File: src/rtl/start_sequencer.sv
// start_sequencer: FIFO-buffered request feeder that strobes an idle timer once per request and reports completion by tag.
module start_sequencer #(
  parameter int ID_W  = 4,
  parameter int DEPTH = 4
) (
  input  logic                     i_clk,
  input  logic                     i_reset,
  input  logic                     i_req_valid,
  output logic                     o_req_ready,
  input  logic [ID_W-1:0]          i_req_id,
  output logic                     o_start,
  input  logic                     i_busy,
  output logic                     o_done,
  output logic [ID_W-1:0]          o_done_id,
  output logic [$clog2(DEPTH):0]   o_fill
);
  localparam int AW = $clog2(DEPTH);
  typedef enum logic [1:0] {IDLE, ISSUE, WAIT} state_t;
  state_t r_state, w_next;
  logic [ID_W-1:0] r_mem [DEPTH];
  logic [AW:0] r_wr, r_rd;
  logic [ID_W-1:0] r_tag, r_done_id;
  logic r_done;
  logic w_full, w_empty, w_push, w_pop, w_done;
  assign w_full      = (r_wr ^ r_rd) == {1'b1, {AW{1'b0}}};
  assign w_empty     = r_wr == r_rd;
  assign w_push      = i_req_valid && !w_full;
  assign o_req_ready = !w_full;
  assign o_fill      = r_wr - r_rd;
  assign o_start     = r_state == ISSUE;
  assign o_done      = r_done;
  assign o_done_id   = r_done_id;
  always_comb begin
    w_pop  = r_state == IDLE && !w_empty && !i_busy;
    w_done = r_state == WAIT && !i_busy;
    w_next = w_pop ? ISSUE : r_state == ISSUE ? WAIT : w_done ? IDLE : r_state;
  end
  always_ff @(posedge i_clk or posedge i_reset) begin
    if (i_reset) begin
      r_state   <= IDLE;
      r_wr      <= '0;
      r_rd      <= '0;
      r_tag     <= '0;
      r_done    <= 1'b0;
      r_done_id <= '0;
    end else begin
      r_state <= w_next;
      r_done  <= w_done;
      if (w_push) r_wr <= r_wr + 1'b1;
      if (w_pop) begin
        r_rd  <= r_rd + 1'b1;
        r_tag <= r_mem[r_rd[AW-1:0]];
      end
      if (w_done) r_done_id <= r_tag;
    end
  end
  // Storage needs no reset: the pointers alone define which entries are live.
  always_ff @(posedge i_clk) begin
    if (w_push) r_mem[r_wr[AW-1:0]] <= i_req_id;
  end
endmodule

File: config.mk
export PLATFORM = sky130hd
export DESIGN_NAME = start_sequencer
export DESIGN_NICKNAME = d
export VERILOG_FILES = /design/src/rtl/start_sequencer.sv
export SDC_FILE = /design/constraint.sdc
export NUM_CORES = 1
export LEC_CHECK = 0
export CAP_MARGIN = 20
export CELL_PAD_IN_SITES_DETAIL_PLACEMENT = 1
export CELL_PAD_IN_SITES_GLOBAL_PLACEMENT = 1
export CORE_MARGIN = 4
export CORE_UTILIZATION = 48
export CTS_BUF_LIST = sky130_fd_sc_hd__clkbuf_8
export CTS_CLUSTER_DIAMETER = 60
export DETAILED_ROUTE_END_ITERATION = 12
export PLACE_DENSITY = 0.89
export SETUP_SLACK_MARGIN = 0.02
export SYNTH_ARGS = -nofsm -noshare
export SYNTH_HDL_FRONTEND = slang
export SYNTH_SLANG_ARGS = --single-unit
File: constraint.sdc
create_clock -name i_clk -period 2.3 [get_ports i_clk]
set_input_delay 0.46 -clock i_clk [delete_from_list [all_inputs] [get_ports i_clk]]
set_output_delay 0.46 -clock i_clk [all_outputs]
set_load 0.01 [all_outputs]
Word level (Yosys, flattened, before mapping):

Memories as Yosys holds them, arrays and structs flattened. A register that Yosys moved wholly into a read port is not among the register bits.
Index checks and enable logic that the tools add are counted.
W data, S select, Z words.

* bits in latches: 0
* word-level logic and storage cells: 28
* bits in writable memories: 16
* output and inout port bits: 10
* bits in read-only memories: 0
* memories kept: 1
* register bits: 13
* input port bits: 8

Memories
* r_mem: words 4, width 4, rd ports 1, clocked after Yosys merged registers in 1, wr ports 1, line 20 `logic [ID_W-1:0] r_mem [DEPTH];`

* add/subtract/negate cells: 3
* divide/modulo/power cells: 0
* reductions and logical operators: 9
* shift-type cells: 0
* order comparisons: 0
* bitwise logic cells: 1
* $mul: 0
* multiplexer cells: 5
* equal/unequal tests: 4

Operators by type and width (count)
* $add A3 B1 Y3 const B: 2
* $mux W2: 3
* $logic_and A1 B1 Y1: 4
* $eq A3 B3 Y1: 1
* $eq A3 B3 Y1 const B: 1
* $logic_not A1 Y1: 3
* $reduce_bool A3 Y1: 1
* $sub A3 B3 Y3: 1
* $xor A3 B3 Y3: 1
* $eq A2 B1 Y1 const B: 1
* $eq A2 B2 Y1 const B: 1
* $logic_not A2 Y1: 1
* $mux W1: 2

Depth between registers and ports, before layout:

Gate-level depths: netlist (run 1).

* depth after elaboration: 6
* gate-level depth with buffers: 5

Least setup slack after synthesis (run 1):

Ideal clock, no wire load.

* kind: register to output
* from: register r_wr[0]
* to: output o_fill[2]
* cell stages (with the launch flop): 5
* arrival: 1.257 ns
* setup slack: 0.583 ns
* cell sequence: dfrtp_1 inv_1 ha_1 fa_1 xor2_1

* cells in the longest elaborated chain, start to end: 1

Ends and longest elaborated chain
* start, declared: line 21 `logic [AW:0] r_wr, r_rd;`
* start signal, assigned: line 49 `if (w_push) r_wr <= r_wr + 1'b1;`
* $sub A3 B3 Y3: line 29 `assign o_fill = r_wr - r_rd;`
* end, declared: line 15 `output logic [$clog2(DEPTH):0] o_fill`

No other way between the ends.

Final worst setup path (run 1):

* from: register r_rd[1]
* to: output o_req_ready

* cells in the longest elaborated chain, start to end: 3

Ends and longest elaborated chain
* start, declared: line 21
* start signal, assigned: line 51 `r_rd <= r_rd + 1'b1;`
* $xor A3 B3 Y3: line 25 `assign w_full = (r_wr ^ r_rd) == {1'b1, {AW{1'b0}}};`
* $eq A3 B3 Y1: line 25
* $logic_not A1 Y1: line 28 `assign o_req_ready = !w_full;`
* end, declared: line 9 `output logic o_req_ready,`

No other way between the ends.

==> impl_metrics.yaml, run 1 <==
grt:
  overflow: 0
  grt_pass1_wl_um: 4505
  grt_usage_pct: 15.41
  grt_pass1_vias: 864
  grt_max_degree: 18
  antenna_found_initial: 0
clock_network:
  clockBufferDepth: 2
  cts_buffers: 5
  cts-root-buf: "clkbuf_8"
  clock_latency_ns: 0.28
  cts_hold_buffers: 0
  clk_pin_slew_ns: 0.07
  htreeDepth: 2
  clock-sinks: 33
  tritoncts: "done"
route:
  ant_nets: 0
  via_count: 768
  drcViolationCount: 0
  viasPerCell: 5.260
  drtIter0Drc: 48
  wl_per_cell_um: 18.28
  firstDrtPassIters: 4
  routed_wl_um: 2669
sta:
  slew_headroom_pct: 55.41
  final-hold-violation-count: 0
  clock_skew_ns: 0.004457
  max_clock_freq_mhz: 459.1
  report.final.slew_viol_count: 0
  tightest_slew_ns: 0.6682
  rsz0062_at_grt: "no"
  fin_crit_ns: 2.178
  setup_violations: 0
  setup-tns-final_ns: 0
  period_share_pct: 94.71
floorplanning:
  initial_utilization_pct: 51.44
  top_level_ports: 18
  die_h_um: 63.06
  die_area_um2: 3977
  die_w_um: 63.06
  core_area_um2: 2829
  rows: 19
worst_setup_path:
  required_ns: 1.84
  critPathSlowestCell: "clkdlybuf4s50_1"
  start_kind: "flip-flop"
  worstPathCellList: "inv_1 > ha_2 > nand3_1 > clkdlybuf4s50_1"
  slowest_delay_ns: 0.54
  cp_top_family: "buffers and inverters"
  rrSetupSlack_ns: 0.55
  endpoint_kind: "primary output"
  crit_buf_inv: 2
  crit_arrival_ns: 1.72
  crit_fanout: 4
  criticalPathCategory: "flip-flop to primary output"
logic_synthesis:
  synth-xor-area-share_pct: 4.127
  ys_warn_count: 0
  seq_area_frac_synth_pct: 62.25
  synth_top_family_by_area: "multiplexers"
  yosys.area_share.simple_pct: 4.643
  synth_area_um2: 1455
  synth_nets: 101
  ys_seq_elements: 33
  synthMuxAreaShare_pct: 15.48
  yosys.area_share.adder_pct: 7.395
  syn_inst: 85
  postSynthAreaPerCell_um2: 17.12
  synth.distinct_cells: 23
  synth_compound_area_share_pct: 4.041
power_and_ir_drop:
  p_total_w: 0.002712
  p_leak_nw: 0.7544
  powerDensity_nw_per_um2: 1507
  ir_drop_uv: 765.3
min_path:
  hp-class: "flip-flop to flip-flop"
place:
  dp_hpwl_um: 1998
  dp_cells: 136
  place_area_um2: 1690
  place.gp.congestion: 0.7556
  portBuffers: 17
run_status:
  status: "finished, final reports clean"
final_layout:
  layout-drive-gt1-share_pct: 31.30
  final_area_um2: 1799
  nets: 130
  utilization_pct: 63.60
  n_antenna_cell: 0
  area_growth_pct: 23.65
  fin_cells: 146
run:
  cap_violations: 0
final cells by class:
type                       count  area (um2)
multi-input combinational     44       535.5
clock buffer                   5       68.82
clock inverter                 3       13.76
tap                           31       38.79
inverter                       7       26.28
sequential                    33       907.1
fill                         279        1030
timing repair buffer          23       209.0
where the power goes:
part           switching (W)  internal, W  total [W]  leakage, nW
clock               0.000205     0.000205   0.000410       0.0491
sequential          0.000149     0.000849   0.000998        0.349
combinational       0.000607     0.000698    0.00130        0.356
total               0.000961      0.00175    0.00271        0.754
cell families (layout without fill, tap and decap cells):
group / count (synthesis) / after routing
XOR/XNOR: 6 / 6
AND/OR/NAND/NOR: 11 / 11
adder cells (fa/ha/maj): 8 / 8
flip-flops: 33 / 33
buffers and inverters: 8 / 38
AO/OA/AOI/OAI: 5 / 5
multiplexers: 14 / 14
layout by cell type (no fill, tap or decap), drive strengths merged:
cell / Yosys / final
dfrtp: 17 / 17
a21o: 1 / 1
nand3: 1 / 1
a31oi: 2 / 2
edfxtp: 16 / 16
nor3b: 1 / 1
inv: 7 / 8
o21ai: 1 / 1
clkbuf: 0 / 6
xnor2: 3 / 3
o211ai: 1 / 1
fa: 1 / 1
mux2: 10 / 10
and2: 3 / 3
nor3: 1 / 1
clkdlybuf4s50: 0 / 15
mux4: 4 / 4
xor2: 3 / 3
buf: 1 / 6
nand2: 4 / 4
nor2b: 1 / 1
clkinv: 0 / 2
ha: 7 / 7
dlygate4sd2: 0 / 1
Yosys cell counts (all sizes together):
cell    instances  area (um2)
edfxtp         16       480.5
nand3           1       5.000
nor3            1       10.01
nand2           4       15.01
a21o            1       7.510
o21ai           1       16.27
nor2b           1       6.260
a31oi           2       27.53
ha              7       87.58
buf             1       3.750
mux2           10       135.1
and2            3       18.77
fa              1       20.02
nor3b           1       12.51
inv             7       26.28
mux4            4       90.09
xor2            3       33.79
xnor2           3       26.28
o211ai          1       7.510
dfrtp          17       425.4
what timing repair did:
action	in CTS	in global routing
gates cloned	0	0
gates resized for setup	3	5
setup buffers	2	0
setup endpoints to repair	3	3
pin swaps	0	0
hold endpoints to repair	0	0
metal layers:
metal  share of wire [%]  global-route usage, %
met2                  55                  26.75
met4                0.97                  4.959
met1                  39                  17.40
met5                   0                      0
met3                 5.4                  5.861
worst paths after layout:
kind	cells past startpoint	start	end
min	1	o_done_id[2]	o_done_id[2]
max reg2reg	5	r_rd[1]	r_tag[1]
min reg2reg	1	o_done_id[2]	o_done_id[2]
min in group asynchronous	2	i_reset	r_rd[2]
max	4	r_rd[1]	o_req_ready
max in group asynchronous	2	i_reset	r_wr[1]
flip-flops by register name (all words and copies together) (netlist names):
signal     flops
r_mem         16
o_done_id      4
r_tag          4
r_rd           3
r_wr           3
r_state        2
o_done         1
per-stage QoR:
stage	worst slack, ns	hold WS [ns]
after floorplan	0.5831	0.3861
after global placement	0.1467	0.4887
after detailed placement	0.06542	0.5026
after CTS	0.04408	0.5171
after global routing	0.02548	0.5420
final	0.1216	0.5126
Note: power is estimated with default switching activity, not from simulation.
==> run 2: changes to the inputs <==
CORE_UTILIZATION = 43   (was 48)
PLACE_DENSITY = 0.85   (was 0.89)
clock period = 2 ns   (was 2.3 ns; I/O delays follow)
==> run 2 against run 1 <==
Net effect: clock skew grew 0.0041 ns; worst hold slack lost 0.012 ns; register-to-register slack worse by 0.41 ns; sequential power increased by 13%; total power rose by 26%; worst setup slack worse by 0.080 ns; die area grew 10%; first-iteration DRC count fell by 77%; final cell count increased by 13%; largest power group unchanged.
==> impl_metrics.yaml, run 2 (synthesis results as in run 1) <==
worst_setup_path:
  critPathSlowestCell: "fa_2"
  endpoint_kind: "primary output"
  slowest_delay_ns: 0.52
  rr_worst_depth: 5
  crit_fanout: 2
  critPathLaunch: "r_wr[0]"
  crit_arrival_ns: 1.56
  worstPathCellList: "inv_2 > ha_4 > fa_2 > inv_2 > buf_6"
  rrSetupSlack_ns: 0.14
  required_ns: 1.60
  start_kind: "flip-flop"
  worstReg2RegStart: "r_wr[1]"
  path_common_cell: "inv_2"
  criticalPathCategory: "flip-flop to primary output"
  r2r-end: "r_mem[0][0]"
  crit_end: "o_fill[1]"
sta:
  slew_headroom_pct: 56.75
  final-hold-violation-count: 0
  hold_ws_ns: 0.5007
  rsz0062_at_grt: "yes"
  period_share_pct: 97.91
  max_clock_freq_mhz: 510.7
  tightest_slew_ns: 0.6481
  report.final.slew_viol_count: 0
  fin_crit_ns: 1.958
  clock_skew_ns: 0.008532
  setup_violations: 0
  setup-tns-final_ns: 0
route:
  viasPerCell: 4.842
  routed_wl_um: 2812
  drcViolationCount: 0
  drtIter0Drc: 11
  wl_per_cell_um: 17.04
  ant_nets: 0
  via_count: 799
  firstDrtPassIters: 4
clock_network:
  tritoncts: "done"
  clk_pin_slew_ns: 0.07
  cts_hold_buffers: 0
  cts-root-buf: "clkbuf_8"
  clock_latency_ns: 0.29
  clock-sinks: 33
  clockBufferDepth: 2
  htreeDepth: 2
  cts_buffers: 5
final_layout:
  layout-drive-gt1-share_pct: 35.54
  final_cell_mix: "17 x dfrtp_1, 16 x edfxtp_1, 13 x clkdlybuf4s50_1"
  area_growth_pct: 29.41
  layout_commonest_cell: "dfrtp_1"
  largest_reg_flops: 16
  n_antenna_cell: 0
  nets: 136
  fillers: 299
power_and_ir_drop:
  ir_drop_uv: 1209
  p_total_w: 0.003424
  powerDensity_nw_per_um2: 1818
  p_leak_nw: 0.7924
grt:
  top_usage_layer: "met2"
  grt_pass1_vias: 884
  overflow: 0
  grt_usage_pct: 15.62
  grtUsageMet3_pct: 5.612
  use_met1_pct: 19.28
  grt_pass1_wl_um: 4754
  antenna_found_initial: 0
  grt_max_degree: 18
  gr-usage-met2_pct: 24.91
floorplanning:
  initial_utilization_pct: 46.15
  die_h_um: 66.17
  core_area_um2: 3153
  rows: 20
  die_area_um2: 4378
  die_w_um: 66.17
  top_level_ports: 18
place:
  dp_hpwl_um: 2031
  portBuffers: 17
  place.gp.congestion: 0.7601
min_path:
  hp-class: "primary input to asynchronous set/reset pin"
run:
  cap_violations: 0
run_status:
  status: "finished, final reports clean"
## run 2: cell type report
cell class | instances | area [um2] | share of cell area [%]
clock buffer | 5 | 68.82 | 3.654
clock inverter | 3 | 37.54 | 1.993
inverter | 7 | 26.28 | 1.395
multi-input combinational | 44 | 534.3 | 28.37
sequential | 33 | 905.9 | 48.11
tap | 44 | 55.05 | 2.924
timing repair buffer | 29 | 255.2 | 13.55
## run 2: stage by stage
step	cells	setup WS, ns	utilization, %	instance area [um2]
global placement	155	-0.04863	55.56	1752
CTS	164	0.02702	58.85	1856
detailed placement	155	-0.1015	55.56	1752
floorplan	85	0.2977	-	1455
global route	165	-0.01675	59.72	1883
finish	165	0.04179	59.72	1883
## run 2: routing by layer
layer,wire (um),vias up,share of wire [%]
li1,-,367,-
met1,1162,409,41
met2,1458,18,52
met3,149,5,5.3
met4,42,0,1.5
met5,0,-,0
## run 2: where the power goes
| part | internal (W) | switching, W | leakage [nW] |
|---|---|---|---|
| clock network | 0.000362 | 0.000241 | 0.0570 |
| registers | 0.000974 | 0.000158 | 0.350 |
| logic | 0.000924 | 0.000765 | 0.386 |
| total | 0.00226 | 0.00116 | 0.792 |
## run 2: worst min-delay path by stage
stage	start	end	slack (ns)	cells after the start
floorplan	i_reset	o_done	0.33	1
global route	r_tag[3]	r_tag[3]	0.53	1
finish	i_reset	r_rd[2]	0.50	2
CTS	o_done_id[2]	o_done_id[2]	0.51	1
detailed placement	o_done_id[2]	o_done_id[2]	0.50	1
global placement	r_tag[2]	r_tag[2]	0.49	1
## run 2: worst max-delay path, delay by kind of cell, from the launching register on
kind       cells  cell delay [ns]
flops          1             0.37
buf+inv        3             0.22
fa+ha+maj      2             0.68
## run 2: what timing repair did
| action | in CTS | in global routing |
|---|---|---|
| gates resized for setup | 11 | 6 |
| pin swaps | 0 | 1 |
| buffers inserted | 1 | 1 |
| endpoints found under the setup margin | 4 | 3 |
| endpoints found under the hold margin | 0 | 0 |
